## src/rtl/bus_pkg.sv

```systemverilog
// Shared widths, FSM encoding and defaults for the bus router and its decoder.
package bus_pkg;

    localparam int ADDR_W = 32;
    localparam int DATA_W = 32;
    localparam int STRB_W = 4;

    localparam logic [DATA_W-1:0] ERR_DATA_DEF = 32'hdeadbeef;
    localparam logic [ADDR_W-1:0] IO_BASE_DEF  = 32'hffff0000;

    typedef enum logic [1:0] {
        ST_IDLE = 2'd0,
        ST_WAIT = 2'd1,
        ST_RESP = 2'd2,
        ST_ERR  = 2'd3
    } state_t;

    function automatic logic [15:0] sat_inc16(input logic [15:0] v);
        return (v == 16'hffff) ? v : v + 16'd1;
    endfunction

endpackage

```

## src/rtl/bus_router_if.sv

```systemverilog
// CPU-side native memory bus plus the fan-out slave channels and error status.
interface bus_router_if
    import bus_pkg::*;
#(
    parameter int NUM_SLAVES = 8
);
    logic                         mem_valid;
    logic [ADDR_W-1:0]            mem_addr;
    logic [DATA_W-1:0]            mem_wdata;
    logic [STRB_W-1:0]            mem_wstrb;
    logic                         mem_ready;
    logic [DATA_W-1:0]            mem_rdata;

    logic [NUM_SLAVES-1:0]        slv_valid;
    logic [ADDR_W-1:0]            slv_addr;
    logic [DATA_W-1:0]            slv_wdata;
    logic [STRB_W-1:0]            slv_wstrb;
    logic [DATA_W*NUM_SLAVES-1:0] slv_rdata;
    logic [NUM_SLAVES-1:0]        slv_ready;

    logic                         bus_err;
    logic [ADDR_W-1:0]            err_addr;
    logic [15:0]                  err_count;

    // Environment side: CPU requests and slave responses.
    modport master (
        output mem_valid, mem_addr, mem_wdata, mem_wstrb, slv_rdata, slv_ready,
        input  mem_ready, mem_rdata, slv_valid, slv_addr, slv_wdata, slv_wstrb,
        input  bus_err, err_addr, err_count
    );

    // Router side.
    modport slave (
        input  mem_valid, mem_addr, mem_wdata, mem_wstrb, slv_rdata, slv_ready,
        output mem_ready, mem_rdata, slv_valid, slv_addr, slv_wdata, slv_wstrb,
        output bus_err, err_addr, err_count
    );
endinterface

```

## src/rtl/bus_addr_decode.sv

```systemverilog
// Combinational address decode: I/O window region index or default slave,
// flagging window regions that have no slave behind them.
module bus_addr_decode
    import bus_pkg::*;
#(
    parameter int               NUM_SLAVES    = 8,
    parameter int               REGION_LSB    = 4,
    parameter logic [ADDR_W-1:0] IO_BASE      = IO_BASE_DEF,
    parameter int               DEFAULT_SLAVE = NUM_SLAVES - 1,
    localparam int              SEL_W         = $clog2(NUM_SLAVES)
) (
    input  logic [ADDR_W-1:0] addr_i,
    output logic [SEL_W-1:0]  target_o,
    output logic              unmapped_o
);
    localparam int WIN_LSB = REGION_LSB + SEL_W;

    logic             in_win;
    logic [SEL_W-1:0] idx;
    logic             idx_oob;
    logic             unused_low_bits;

    assign in_win          = (addr_i[ADDR_W-1:WIN_LSB] == IO_BASE[ADDR_W-1:WIN_LSB]);
    assign idx             = addr_i[REGION_LSB +: SEL_W];
    assign unused_low_bits = ^addr_i[REGION_LSB-1:0];

    // Only a non-power-of-two slave count leaves holes in the window.
    generate
        if (NUM_SLAVES == (1 << SEL_W)) begin : g_full
            assign idx_oob = 1'b0;
        end else begin : g_holes
            assign idx_oob = ({1'b0, idx} >= (SEL_W+1)'(NUM_SLAVES));
        end
    endgenerate

    assign target_o   = in_win ? idx : SEL_W'(DEFAULT_SLAVE);
    assign unmapped_o = in_win && idx_oob;

endmodule

```

## src/rtl/bus_router.sv

```systemverilog
// Single-outstanding native-bus router: one-hot slave fan-out, registered
// response, bus-error reply on unmapped or timed-out accesses.
module bus_router
    import bus_pkg::*;
#(
    parameter int                NUM_SLAVES    = 8,
    parameter int                REGION_LSB    = 4,
    parameter logic [ADDR_W-1:0] IO_BASE       = IO_BASE_DEF,
    parameter int                DEFAULT_SLAVE = NUM_SLAVES - 1,
    parameter int                TIMEOUT       = 255,
    parameter logic [DATA_W-1:0] ERR_DATA      = ERR_DATA_DEF
) (
    input  logic         clk,
    input  logic         resetn,
    bus_router_if.slave  bus
);
    localparam int SEL_W = $clog2(NUM_SLAVES);
    localparam int TMR_W = (TIMEOUT > 1) ? $clog2(TIMEOUT) : 1;
    localparam logic [TMR_W-1:0] TMO_LAST = TMR_W'((TIMEOUT == 0) ? 0 : TIMEOUT - 1);

    state_t                state_q, state_d;
    logic [NUM_SLAVES-1:0] slv_valid_q, slv_valid_d;
    logic [ADDR_W-1:0]     addr_q, addr_d;
    logic [DATA_W-1:0]     wdata_q, wdata_d;
    logic [STRB_W-1:0]     wstrb_q, wstrb_d;
    logic [SEL_W-1:0]      target_q, target_d;
    logic [TMR_W-1:0]      timer_q, timer_d;
    logic                  mem_ready_q, mem_ready_d;
    logic [DATA_W-1:0]     mem_rdata_q, mem_rdata_d;
    logic                  bus_err_q, bus_err_d;
    logic [ADDR_W-1:0]     err_addr_q, err_addr_d;
    logic [15:0]           err_count_q, err_count_d;

    logic [SEL_W-1:0]      dec_target;
    logic                  dec_unmapped;
    logic [DATA_W-1:0]     rdata_arr [NUM_SLAVES];
    logic [DATA_W-1:0]     sel_rdata;
    logic                  sel_ready;

    bus_addr_decode #(
        .NUM_SLAVES    (NUM_SLAVES),
        .REGION_LSB    (REGION_LSB),
        .IO_BASE       (IO_BASE),
        .DEFAULT_SLAVE (DEFAULT_SLAVE)
    ) u_decode (
        .addr_i     (bus.mem_addr),
        .target_o   (dec_target),
        .unmapped_o (dec_unmapped)
    );

    genvar gi;
    generate
        for (gi = 0; gi < NUM_SLAVES; gi++) begin : g_rdata
            assign rdata_arr[gi] = bus.slv_rdata[DATA_W*gi +: DATA_W];
        end
    endgenerate

    // Only the latched target's channel is ever observed.
    assign sel_rdata = rdata_arr[target_q];
    assign sel_ready = bus.slv_ready[target_q];

    always_ff @(posedge clk or negedge resetn) begin
        if (!resetn) begin
            state_q     <= ST_IDLE;
            slv_valid_q <= '0;
            addr_q      <= '0;
            wdata_q     <= '0;
            wstrb_q     <= '0;
            target_q    <= '0;
            timer_q     <= '0;
            mem_ready_q <= 1'b0;
            mem_rdata_q <= '0;
            bus_err_q   <= 1'b0;
            err_addr_q  <= '0;
            err_count_q <= '0;
        end else begin
            state_q     <= state_d;
            slv_valid_q <= slv_valid_d;
            addr_q      <= addr_d;
            wdata_q     <= wdata_d;
            wstrb_q     <= wstrb_d;
            target_q    <= target_d;
            timer_q     <= timer_d;
            mem_ready_q <= mem_ready_d;
            mem_rdata_q <= mem_rdata_d;
            bus_err_q   <= bus_err_d;
            err_addr_q  <= err_addr_d;
            err_count_q <= err_count_d;
        end
    end

    always_comb begin
        state_d     = state_q;
        slv_valid_d = slv_valid_q;
        addr_d      = addr_q;
        wdata_d     = wdata_q;
        wstrb_d     = wstrb_q;
        target_d    = target_q;
        timer_d     = timer_q;
        mem_ready_d = 1'b0;
        mem_rdata_d = mem_rdata_q;
        bus_err_d   = 1'b0;
        err_addr_d  = err_addr_q;
        err_count_d = err_count_q;

        case (state_q)
            ST_IDLE: begin
                if (bus.mem_valid && !mem_ready_q) begin
                    addr_d   = bus.mem_addr;
                    wdata_d  = bus.mem_wdata;
                    wstrb_d  = bus.mem_wstrb;
                    target_d = dec_target;
                    if (dec_unmapped) begin
                        state_d = ST_ERR;
                    end else begin
                        slv_valid_d = NUM_SLAVES'(1) << dec_target;
                        timer_d     = '0;
                        state_d     = ST_WAIT;
                    end
                end
            end
            ST_WAIT: begin
                // Ready takes priority over a timeout expiring in the same cycle.
                if (sel_ready) begin
                    mem_rdata_d = sel_rdata;
                    slv_valid_d = '0;
                    mem_ready_d = 1'b1;
                    state_d     = ST_RESP;
                end else if ((TIMEOUT != 0) && (timer_q == TMO_LAST)) begin
                    slv_valid_d = '0;
                    state_d     = ST_ERR;
                end else begin
                    timer_d = timer_q + 1'b1;
                end
            end
            ST_ERR: begin
                mem_rdata_d = ERR_DATA;
                mem_ready_d = 1'b1;
                bus_err_d   = 1'b1;
                err_addr_d  = addr_q;
                err_count_d = sat_inc16(err_count_q);
                state_d     = ST_RESP;
            end
            ST_RESP: begin
                state_d = ST_IDLE;
            end
            default: begin
                state_d = ST_IDLE;
            end
        endcase
    end

    assign bus.mem_ready = mem_ready_q;
    assign bus.mem_rdata = mem_rdata_q;
    assign bus.slv_valid = slv_valid_q;
    assign bus.slv_addr  = addr_q;
    assign bus.slv_wdata = wdata_q;
    assign bus.slv_wstrb = wstrb_q;
    assign bus.bus_err   = bus_err_q;
    assign bus.err_addr  = err_addr_q;
    assign bus.err_count = err_count_q;

endmodule

```

## src/flat_wrapper.sv

```systemverilog
// flat-port wrapper written by rule: the top's interface ports become plain ports
module bus_router_flat import bus_pkg::*;
#(
    parameter int                NUM_SLAVES    = 8,
    parameter int                REGION_LSB    = 4,
    parameter logic [ADDR_W-1:0] IO_BASE       = IO_BASE_DEF,
    parameter int                DEFAULT_SLAVE = NUM_SLAVES - 1,
    parameter int                TIMEOUT       = 255,
    parameter logic [DATA_W-1:0] ERR_DATA      = ERR_DATA_DEF
)
  (clk, resetn, bus_mem_valid, bus_mem_addr, bus_mem_wdata, bus_mem_wstrb, bus_slv_rdata, bus_slv_ready, bus_mem_ready, bus_mem_rdata, bus_slv_valid, bus_slv_addr, bus_slv_wdata, bus_slv_wstrb, bus_bus_err, bus_err_addr, bus_err_count);
  bus_router_if #(.NUM_SLAVES(NUM_SLAVES)) bus_i ();
  input  logic clk;
  input  logic resetn;
  input wire logic [$bits(bus_i.mem_valid)-1:0] bus_mem_valid;
  input wire logic [$bits(bus_i.mem_addr)-1:0] bus_mem_addr;
  input wire logic [$bits(bus_i.mem_wdata)-1:0] bus_mem_wdata;
  input wire logic [$bits(bus_i.mem_wstrb)-1:0] bus_mem_wstrb;
  input wire logic [$bits(bus_i.slv_rdata)-1:0] bus_slv_rdata;
  input wire logic [$bits(bus_i.slv_ready)-1:0] bus_slv_ready;
  output wire logic [$bits(bus_i.mem_ready)-1:0] bus_mem_ready;
  output wire logic [$bits(bus_i.mem_rdata)-1:0] bus_mem_rdata;
  output wire logic [$bits(bus_i.slv_valid)-1:0] bus_slv_valid;
  output wire logic [$bits(bus_i.slv_addr)-1:0] bus_slv_addr;
  output wire logic [$bits(bus_i.slv_wdata)-1:0] bus_slv_wdata;
  output wire logic [$bits(bus_i.slv_wstrb)-1:0] bus_slv_wstrb;
  output wire logic [$bits(bus_i.bus_err)-1:0] bus_bus_err;
  output wire logic [$bits(bus_i.err_addr)-1:0] bus_err_addr;
  output wire logic [$bits(bus_i.err_count)-1:0] bus_err_count;
  assign bus_i.mem_valid = bus_mem_valid;
  assign bus_i.mem_addr = bus_mem_addr;
  assign bus_i.mem_wdata = bus_mem_wdata;
  assign bus_i.mem_wstrb = bus_mem_wstrb;
  assign bus_i.slv_rdata = bus_slv_rdata;
  assign bus_i.slv_ready = bus_slv_ready;
  assign bus_mem_ready = bus_i.mem_ready;
  assign bus_mem_rdata = bus_i.mem_rdata;
  assign bus_slv_valid = bus_i.slv_valid;
  assign bus_slv_addr = bus_i.slv_addr;
  assign bus_slv_wdata = bus_i.slv_wdata;
  assign bus_slv_wstrb = bus_i.slv_wstrb;
  assign bus_bus_err = bus_i.bus_err;
  assign bus_err_addr = bus_i.err_addr;
  assign bus_err_count = bus_i.err_count;
  bus_router #(.NUM_SLAVES(NUM_SLAVES), .REGION_LSB(REGION_LSB), .IO_BASE(IO_BASE), .DEFAULT_SLAVE(DEFAULT_SLAVE), .TIMEOUT(TIMEOUT), .ERR_DATA(ERR_DATA)) u_core (.clk(clk), .resetn(resetn), .bus(bus_i));
endmodule
```

## config.mk

```make
export PLATFORM = sky130hd
export DESIGN_NAME = bus_router_flat
export DESIGN_NICKNAME = d
export VERILOG_FILES = /design/src/rtl/bus_pkg.sv /design/src/rtl/bus_router_if.sv /design/src/rtl/bus_addr_decode.sv /design/src/rtl/bus_router.sv /design/src/flat_wrapper.sv
export SDC_FILE = /design/constraint.sdc
export NUM_CORES = 1
export LEC_CHECK = 0
export CAP_MARGIN = 25
export CORE_AREA = 4 4 192 194
export CTS_CLUSTER_DIAMETER = 150
export DETAILED_ROUTE_END_ITERATION = 16
export DIE_AREA = 0 0 196 198
export GPL_TIMING_DRIVEN = 0
export HOLD_SLACK_MARGIN = 0.03
export PLACE_DENSITY_LB_ADDON = 0.12
export SLEW_MARGIN = 20
export SYNTH_ARGS = -nofsm -noshare
export SYNTH_HDL_FRONTEND = slang
export SYNTH_HIERARCHICAL = 1
export SYNTH_SLANG_ARGS = --single-unit
export TNS_END_PERCENT = 1
```

## constraint.sdc

```tcl
create_clock -name clk -period 2.6 [get_ports clk]
set_clock_uncertainty 0.15 [all_clocks]
set_input_delay 0.52 -clock clk [delete_from_list [all_inputs] [get_ports clk]]
set_output_delay 0.52 -clock clk [all_outputs]
set_load 0.1 [all_outputs]
```

==> insert_results.sql, run 1 <==
INSERT INTO impl_metrics (metric_group, metric, value, unit) VALUES
('run_status', 'status', 'finished clean', ''),
('clocking', 'cts.htree.levels', '4', ''),
('run', 'maxCapViolCount', '0', ''),
('critical_path', 'setup.worst_path.end_class', 'register', ''),
('drt', 'initialDrtViolationCount', '282', ''),
('pwr', 'power', '19.3', 'mW'),
('clocking', 'cts_root_buffer', 'sky130_fd_sc_hd__clkbuf_16', ''),
('place', 'gp_congestion', '0.836', ''),
('die', 'die_h', '198', 'um'),
('sta', 'period_minus_slack', '2.50', 'ns'),
('sta', 'finalWorstSetupSlack', '0.0994', 'ns'),
('sta', 'finalSetupViolCount', '0', ''),
('final_layout', 'sequential_area', '4280', 'sq um'),
('worst_hold_path', 'worst_hold_path_type', 'primary input to asynchronous set/reset pin', ''),
('drt', 'detail_route.first_pass.iterations', '5', ''),
('clocking', 'cts_buffers', '17', ''),
('place', 'hpwlAfterDp', '29400', 'um'),
('logic_synthesis', 'synth.yosys.warnings', '6', ''),
('pwr', 'highest_ir_drop_seen_on_vdd', '0.986', 'mV'),
('pwr', 'power_density', '1300', 'nW/um^2'),
('logic_synthesis', 'postSynth.asyncResetShare', '1.00', ''),
('die', 'core', '35200', 'sq um'),
('sta', 'fmaxAchievable', '0.400', 'GHz'),
('die', 'ioPinCount', '493', ''),
('critical_path', 'max_fanout_on_critical_path', '10', ''),
('drt', 'detailroute.via_count', '7367', ''),
('final_layout', 'layout.filler_cells', '3447', ''),
('critical_path', 'worst-endpoint-arrival', '2.65', 'ns'),
('drt', 'routed_via_density', '4.63', ''),
('place', 'placed_cell_area', '14400', 'sq um'),
('final_layout', 'multi_input_area', '4200', 'sq um'),
('final_layout', 'final_layout_size_suffix_gt1_frac', '0.219', ''),
('grt', 'number_of_global_route_vias_before_repair', '8067', ''),
('sta', 'final_hold_viol_count', '0', ''),
('logic_synthesis', 'seq_area_frac_synth', '0.492', ''),
('logic_synthesis', 'netlist_instances', '600', ''),
('critical_path', 'timing.setup.critical_path_class', 'register to register', ''),
('critical_path', 'cp.required', '2.75', 'ns'),
('grt', 'use_met2', '0.296', ''),
('final_layout', 'finalNetCount', '1455', ''),
('logic_synthesis', 'synthesis.area', '8700', 'sq um'),
('place', 'preCtsSetupSlack', '-0.330', 'ns'),
('logic_synthesis', 'number_of_synthesized_flops_with_an_enable_pin', '0', ''),
('drt', 'totalWireLength', '36700', 'um'),
('sta', 'final-max-slew-violation-count', '0', ''),
('drt', 'routed_wire_length_per_instance', '23.1', 'um'),
('grt', 'grt_most_used_layer', 'met2', ''),
('logic_synthesis', 'count_of_state_elements_after_synthesis', '171', ''),
('logic_synthesis', 'fraction_of_post_synthesis_cell_area_in_the_top_cell_type_by_area', '0.492', ''),
('die', 'die_area', '38800', 'sq um'),
('place', 'count_of_input_and_output_buffers', '492', ''),
('pwr', 'static-leakage-power', '6.49', 'nW'),
('final_layout', 'final_cell_area', '14800', 'sq um'),
('grt', 'gr-usage-all-layers', '0.185', ''),
('critical_path', 'start_kind', 'register', ''),
('die', 'starting_density', '0.247', ''),
('die', 'die_w', '196', 'um'),
('final_layout', 'mostFrequentLayoutCells', 'sky130_fd_sc_hd__clkdlybuf4s50_1, sky130_fd_sc_hd__dfrtp_1, sky130_fd_sc_hd__dlygate4sd2_1, sky130_fd_sc_hd__mux2_2, sky130_fd_sc_hd__mux4_2', ''),
('drt', 'drt_drc_violations_left', '0', ''),
('die', 'core.rowCount', '69', ''),
('sta', 'grt_setup_unrepaired', 'true', ''),
('grt', 'grt_antenna_before_repair', '1', ''),
('final_layout', 'utilization', '0.420', ''),
('logic_synthesis', 'synth.top_cells.by_area', 'sky130_fd_sc_hd__dfrtp_1, sky130_fd_sc_hd__mux4_2, sky130_fd_sc_hd__mux2_2', ''),
('logic_synthesis', 'synth_top_flop_cell', 'sky130_fd_sc_hd__dfrtp_1', ''),
('grt', 'grtUsageMet1', '0.242', ''),
('sta', 'worst_slew_pin_slew', '1.06', 'ns'),
('sta', 'final.period_utilization', '0.962', ''),
('grt', 'grt_max_degree', '88', ''),
('final_layout', 'area_delta_synth_final', '70.0', '%'),
('logic_synthesis', 'netlist-cell-type-count', '51', '');
report_power, final:
group / total, mW / internal, mW / switching, mW
clock network: 2.72 / 1.49 / 1.23
registers: 4.37 / 3.75 / 0.622
logic: 12.2 / 2.76 / 9.42
total: 19.3 / 8.00 / 11.3
final timing paths:
check                                                     startpoint                                   end  slack, ns  depth (start not counted)
worst max register to register        u_core/target_q[1]$_DFFE_PN0P_  u_core/bus.mem_rdata[22]$_DFFE_PN0P_        0.1                          5
min in group clk                u_core/bus.mem_rdata[22]$_DFFE_PN0P_  u_core/bus.mem_rdata[22]$_DFFE_PN0P_       0.34                          1
worst min-delay path                                          resetn   u_core/bus.err_addr[12]$_DFFE_PN0P_       0.29                          2
worst min register to register  u_core/bus.mem_rdata[22]$_DFFE_PN0P_  u_core/bus.mem_rdata[22]$_DFFE_PN0P_       0.34                          1
worst max-delay path                  u_core/target_q[1]$_DFFE_PN0P_  u_core/bus.mem_rdata[22]$_DFFE_PN0P_        0.1                          5
max in group asynchronous                                     resetn   u_core/bus.slv_wstrb[1]$_DFFE_PN0P_       0.98                          4
layer usage:
layer | vias to the layer above | routed length, um
met3 | 35 | 2750
met1 | 3690 | 15700
met2 | 283 | 17700
met5 | - | 13
met4 | 2 | 633
li1 | 3357 | -
kinds of logic (layout without fill, tap and decap cells):
logic type | Yosys count | count (layout) | synth area share
fa+ha+maj | 3 | 3 | 0.00431
xor+xnor | 14 | 14 | 0.0141
compound gates | 65 | 65 | 0.0617
other cells | 1 | 2 | 0.000431
simple gates | 91 | 91 | 0.0578
buf+inv | 50 | 580 | 0.0263
mux | 205 | 205 | 0.344
flops | 171 | 171 | 0.492
metrics by stage:
step	hold WS, ns	setup TNS, ns	instances
6_report	0.286	0	1592
5_1_grt	0.285	-0.000718	1591
4_1_cts	0.262	0	1591
3_5_place_dp	0.151	-24.57	1558
3_3_place_gp	0.311	-1205.37	1553
2_1_floorplan	0.0744	0	600
state kept, by name, summed over array words and instances, names as in the netlist:
register	count
u_core/bus.slv_addr	32
u_core/bus.bus_err	1
u_core/bus.err_count	16
u_core/bus.err_addr	32
u_core/bus.slv_wdata	32
u_core/state_q	2
u_core/bus.slv_wstrb	4
u_core/bus.mem_rdata	32
u_core/bus.mem_ready	1
u_core/bus.slv_valid	8
u_core/target_q	3
u_core/timer_q	8
synth_stat cells (2+ instances only):
master and count:
sky130_fd_sc_hd__mux2_2 105, sky130_fd_sc_hd__nor4b_2 2, sky130_fd_sc_hd__nand2b_1 4, sky130_fd_sc_hd__a2bb2oi_1 25, sky130_fd_sc_hd__a31o_2 2, sky130_fd_sc_hd__buf_1 2
sky130_fd_sc_hd__mux2i_1 35, sky130_fd_sc_hd__nand3_1 14, sky130_fd_sc_hd__a21o_1 7, sky130_fd_sc_hd__nor2_1 17, sky130_fd_sc_hd__inv_1 9, sky130_fd_sc_hd__clkbuf_1 15
sky130_fd_sc_hd__o21ai_0 4, sky130_fd_sc_hd__o2bb2ai_1 10, sky130_fd_sc_hd__nor2b_1 2, sky130_fd_sc_hd__nand2_1 15, sky130_fd_sc_hd__xor2_1 10, sky130_fd_sc_hd__mux4_2 64
sky130_fd_sc_hd__xnor2_1 4, sky130_fd_sc_hd__buf_4 3, sky130_fd_sc_hd__dfrtp_1 171, sky130_fd_sc_hd__buf_2 18, sky130_fd_sc_hd__a32o_1 4, sky130_fd_sc_hd__a21oi_1 3
sky130_fd_sc_hd__nor3_1 10, sky130_fd_sc_hd__nor3b_1 3, sky130_fd_sc_hd__and4_1 4, sky130_fd_sc_hd__and2_1 2, sky130_fd_sc_hd__and3_1 6, sky130_fd_sc_hd__a31oi_1 2
sky130_fd_sc_hd__nand4_1 6, sky130_fd_sc_hd__ha_1 3
repair_timing:
item	in CTS	in global routing
setup buffers	0	0
hold buffers	1	0
setup endpoints to repair	163	33
gates cloned	0	0
resized for setup	157	7
endpoints found under the hold margin	88	0
layout make-up:
type / count / area share
Clock buffer: 18 / 0.0297
Tap cell: 461 / 0.0390
Inverter: 11 / 0.00279
Buffer: 39 / 0.0132
Sequential cell: 171 / 0.290
Clock inverter: 14 / 0.0119
Multi-Input combinational cell: 379 / 0.284
Antenna cell: 1 / 0.000169
Timing Repair Buffer: 498 / 0.330
worst max-delay path, stage by stage, from the launching register on:
cell and delay [ns]:
sky130_fd_sc_hd__dfrtp_1 0.38, sky130_fd_sc_hd__buf_2 0.30, sky130_fd_sc_hd__clkbuf_1 0.77, sky130_fd_sc_hd__mux4_2 0.47, sky130_fd_sc_hd__mux2i_1 0.20, sky130_fd_sc_hd__o2bb2ai_1 0.08
(Power assumes the default switching activity.)
==> run 2: changes to the inputs <==
--- a/config.mk
+++ b/config.mk
@@ -6,10 +6,10 @@
 export NUM_CORES = 1
 export LEC_CHECK = 0
 export CAP_MARGIN = 25
-export CORE_AREA = 4 4 192 194
+export CORE_AREA = 4 4 189 191
 export CTS_CLUSTER_DIAMETER = 150
 export DETAILED_ROUTE_END_ITERATION = 16
-export DIE_AREA = 0 0 196 198
+export DIE_AREA = 0 0 193 195
 export GPL_TIMING_DRIVEN = 0
 export HOLD_SLACK_MARGIN = 0.03
 export PLACE_DENSITY_LB_ADDON = 0.12
==> run 2 against run 1 <==
  * Final cell count fell by 0.31%
  * Routed wire length up 1.6%
  * Sequential power is essentially flat
  * Register-to-register slack improved by 0.05 ns
  * Via count fell by 0.87%
  * Fmax grew 2.0%
  * Worst hold slack better by 0.040 ns
==> insert_results.sql, run 2 (synthesis gave the netlist of run 1 again) <==
INSERT INTO impl_metrics (metric_group, metric, value, unit) VALUES
('die', 'core.rowCount', '68', ''),
('worst_hold_path', 'min_delay_worst_endpoint', 'u_core/bus.slv_valid[3]$_DFFE_PN0P_', ''),
('clocking', 'cts_sinks', '171', ''),
('sta', 'grt_setup_unrepaired', 'false', ''),
('grt', 'grt_pass1_wl', '53400', 'um'),
('critical_path', 'setup.worst_path.end_class', 'register', ''),
('clocking', 'clock_latency', '0.45', 'ns'),
('clocking', 'post_cts_buffers', '0', ''),
('sta', 'final.period_utilization', '0.943', ''),
('place', 'count_of_input_and_output_buffers', '492', ''),
('worst_hold_path', 'worst_hold_path_type', 'register to register', ''),
('sta', 'finalSetupViolCount', '0', ''),
('final_layout', 'multi_input_area', '4200', 'sq um'),
('drt', 'antenna_left', '0', ''),
('pwr', 'power_density', '1300', 'nW/um^2'),
('die', 'die_w', '193', 'um'),
('final_layout', 'area_delta_synth_final', '70.4', '%'),
('final_layout', 'layout.filler_cells', '3228', ''),
('grt', 'grt.overflow.total', '0', ''),
('pwr', 'highest_ir_drop_seen_on_vdd', '1.28', 'mV'),
('critical_path', 'timing.setup.critical_path_class', 'register to register', ''),
('clocking', 'cts_tree', 'built', ''),
('final_layout', 'finalNetCount', '1457', ''),
('drt', 'routed_via_density', '4.60', ''),
('die', 'die_h', '195', 'um'),
('place', 'gp_congestion', '0.941', ''),
('final_layout', 'sequential_area', '4280', 'sq um'),
('sta', 'fmaxAchievable', '0.408', 'GHz'),
('worst_hold_path', 'min_delay_path_depth', '1', ''),
('run_status', 'status', 'finished clean', ''),
('drt', 'routed_wire_length_per_instance', '23.5', 'um'),
('clocking', 'path_clk_slew', '0.07', 'ns'),
('clocking', 'cts_buffers', '17', ''),
('place', 'hpwlAfterDp', '29800', 'um'),
('final_layout', 'final_common_cell', 'sky130_fd_sc_hd__clkdlybuf4s50_1', ''),
('critical_path', 'timing.rr.end', 'u_core/bus.mem_rdata[30]$_DFFE_PN0P_', ''),
('sta', 'period_minus_slack', '2.45', 'ns'),
('final_layout', 'antenna_cells', '0', ''),
('sta', 'final-max-slew-violation-count', '0', ''),
('critical_path', 'slowest_stage', 'sky130_fd_sc_hd__clkbuf_1', ''),
('drt', 'totalWireLength', '37300', 'um'),
('die', 'ioPinCount', '493', ''),
('sta', 'max-slew-margin-rel', '0.283', ''),
('drt', 'initialDrtViolationCount', '286', ''),
('drt', 'detail_route.first_pass.iterations', '5', ''),
('final_layout', 'mostFrequentLayoutCells', 'sky130_fd_sc_hd__clkdlybuf4s50_1, sky130_fd_sc_hd__dfrtp_1, sky130_fd_sc_hd__dlygate4sd2_1, sky130_fd_sc_hd__mux2_2, sky130_fd_sc_hd__mux4_2', ''),
('grt', 'grt_max_degree', '71', ''),
('final_layout', 'final_layout_size_suffix_gt1_frac', '0.217', ''),
('critical_path', 'worst-endpoint-arrival', '2.63', 'ns'),
('final_layout', 'final_cell_area', '14800', 'sq um'),
('place', 'placed_cell_area', '14400', 'sq um'),
('sta', 'final_hold_viol_count', '0', ''),
('grt', 'grt_antenna_before_repair', '0', ''),
('clocking', 'maximum_buffer_depth_of_the_clock_tree', '2', ''),
('die', 'core', '34100', 'sq um'),
('critical_path', 'cp.required', '2.77', 'ns'),
('sta', 'final.hold.worst_slack', '0.326', 'ns'),
('clocking', 'cts_root_buffer', 'sky130_fd_sc_hd__clkbuf_16', ''),
('clocking', 'cts.htree.levels', '4', ''),
('die', 'starting_density', '0.255', ''),
('die', 'die_area', '37600', 'sq um'),
('critical_path', 'max_fanout_on_critical_path', '10', ''),
('critical_path', 'worst_r2r_startpoint', 'u_core/target_q[1]$_DFFE_PN0P_', ''),
('sta', 'worst_slew_pin_slew', '1.08', 'ns'),
('critical_path', 'worstRegToRegCells', '5', ''),
('run', 'maxCapViolCount', '0', ''),
('grt', 'number_of_global_route_vias_before_repair', '7948', ''),
('critical_path', 'path_cells', 'buf_2 -> clkbuf_1 -> mux4_2 -> mux2i_1 -> a2bb2oi_1', ''),
('pwr', 'static-leakage-power', '6.51', 'nW'),
('critical_path', 'timing.critical_path.slowest_cell_delay', '0.80', 'ns'),
('critical_path', 'start_kind', 'register', ''),
('critical_path', 'ff2ff_setup_slack', '0.15', 'ns'),
('drt', 'detailroute.via_count', '7303', ''),
('worst_hold_path', 'min-delay-start', 'u_core/bus.slv_valid[3]$_DFFE_PN0P_', ''),
('drt', 'drt_drc_violations_left', '0', ''),
('grt', 'gr-usage-all-layers', '0.192', '');
[run 2: cell type report]
type | instances | area share
buffer | 39 | 0.0132
sequential | 171 | 0.289
timing repair buffer | 500 | 0.333
multi-input combinational | 379 | 0.283
clock inverter | 13 | 0.0106
inverter | 11 | 0.00278
clock buffer | 19 | 0.0299
tap | 455 | 0.0384
[run 2: critical path, delay by kind of cell, from the launching register on]
| kind | cells | cell delay [ns] |
|---|---|---|
| buf+inv | 2 | 1.05 |
| mux | 2 | 0.64 |
| flops | 1 | 0.38 |
| compound gates | 1 | 0.09 |
[run 2: metrics by stage]
stage	total power [mW]	TNS (ns)	cells	util	worst slack, ns
after floorplan	13.8	0	600	-	0.0263
after global placement	17.3	-1220.83	1547	0.416	-7.71
after detailed placement	17.5	-24.92	1554	0.422	-0.330
after CTS	19.6	0	1587	0.434	0.0245
after global routing	20.1	0	1587	0.435	0.0199
final	19.3	0	1587	0.435	0.147
[run 2: power by group]
part	internal (mW)	leakage (nW)	switching, mW
logic	2.86	4.18	9.46
clock network	1.47	0.290	1.18
registers	3.75	2.04	0.615
total	8.08	6.51	11.3
[run 2: worst max path at each step]
| stage | startpoint | to | slack [ns] | depth (start not counted) |
|---|---|---|---|---|
| 2_1_floorplan | u_core/bus.err_count[10]$_DFFE_PN0P_ | u_core/bus.err_count[11]$_DFFE_PN0P_ | 0.03 | 5 |
| 3_3_place_gp | resetn | u_core/bus.err_count[4]$_DFFE_PN0P_ | -7.71 | 1 |
| 3_5_place_dp | bus_mem_valid | u_core/bus.slv_wdata[0]$_DFFE_PN0P_ | -0.33 | 5 |
| 4_1_cts | u_core/state_q[1]$_DFFE_PN0P_ | u_core/bus.mem_rdata[23]$_DFFE_PN0P_ | 0.02 | 6 |
| 5_1_grt | u_core/target_q[2]$_DFFE_PN0P_ | u_core/bus.mem_rdata[6]$_DFFE_PN0P_ | 0.02 | 8 |
| 6_report | u_core/target_q[1]$_DFFE_PN0P_ | u_core/bus.mem_rdata[30]$_DFFE_PN0P_ | 0.15 | 5 |
[run 2: layer usage]
layer | track usage | part of all wire
met1 | 0.248 | 0.42
met3 | 0.0731 | 0.085
met2 | 0.315 | 0.48
met5 | 0 | 0
met4 | 0.0299 | 0.0084
[run 2: repair_timing]
action	in CTS	in global routing
gates resized for setup	154	5
setup endpoints to repair	163	14
hold buffers	1	0
endpoints found under the hold margin	37	0
pin swaps	0	0
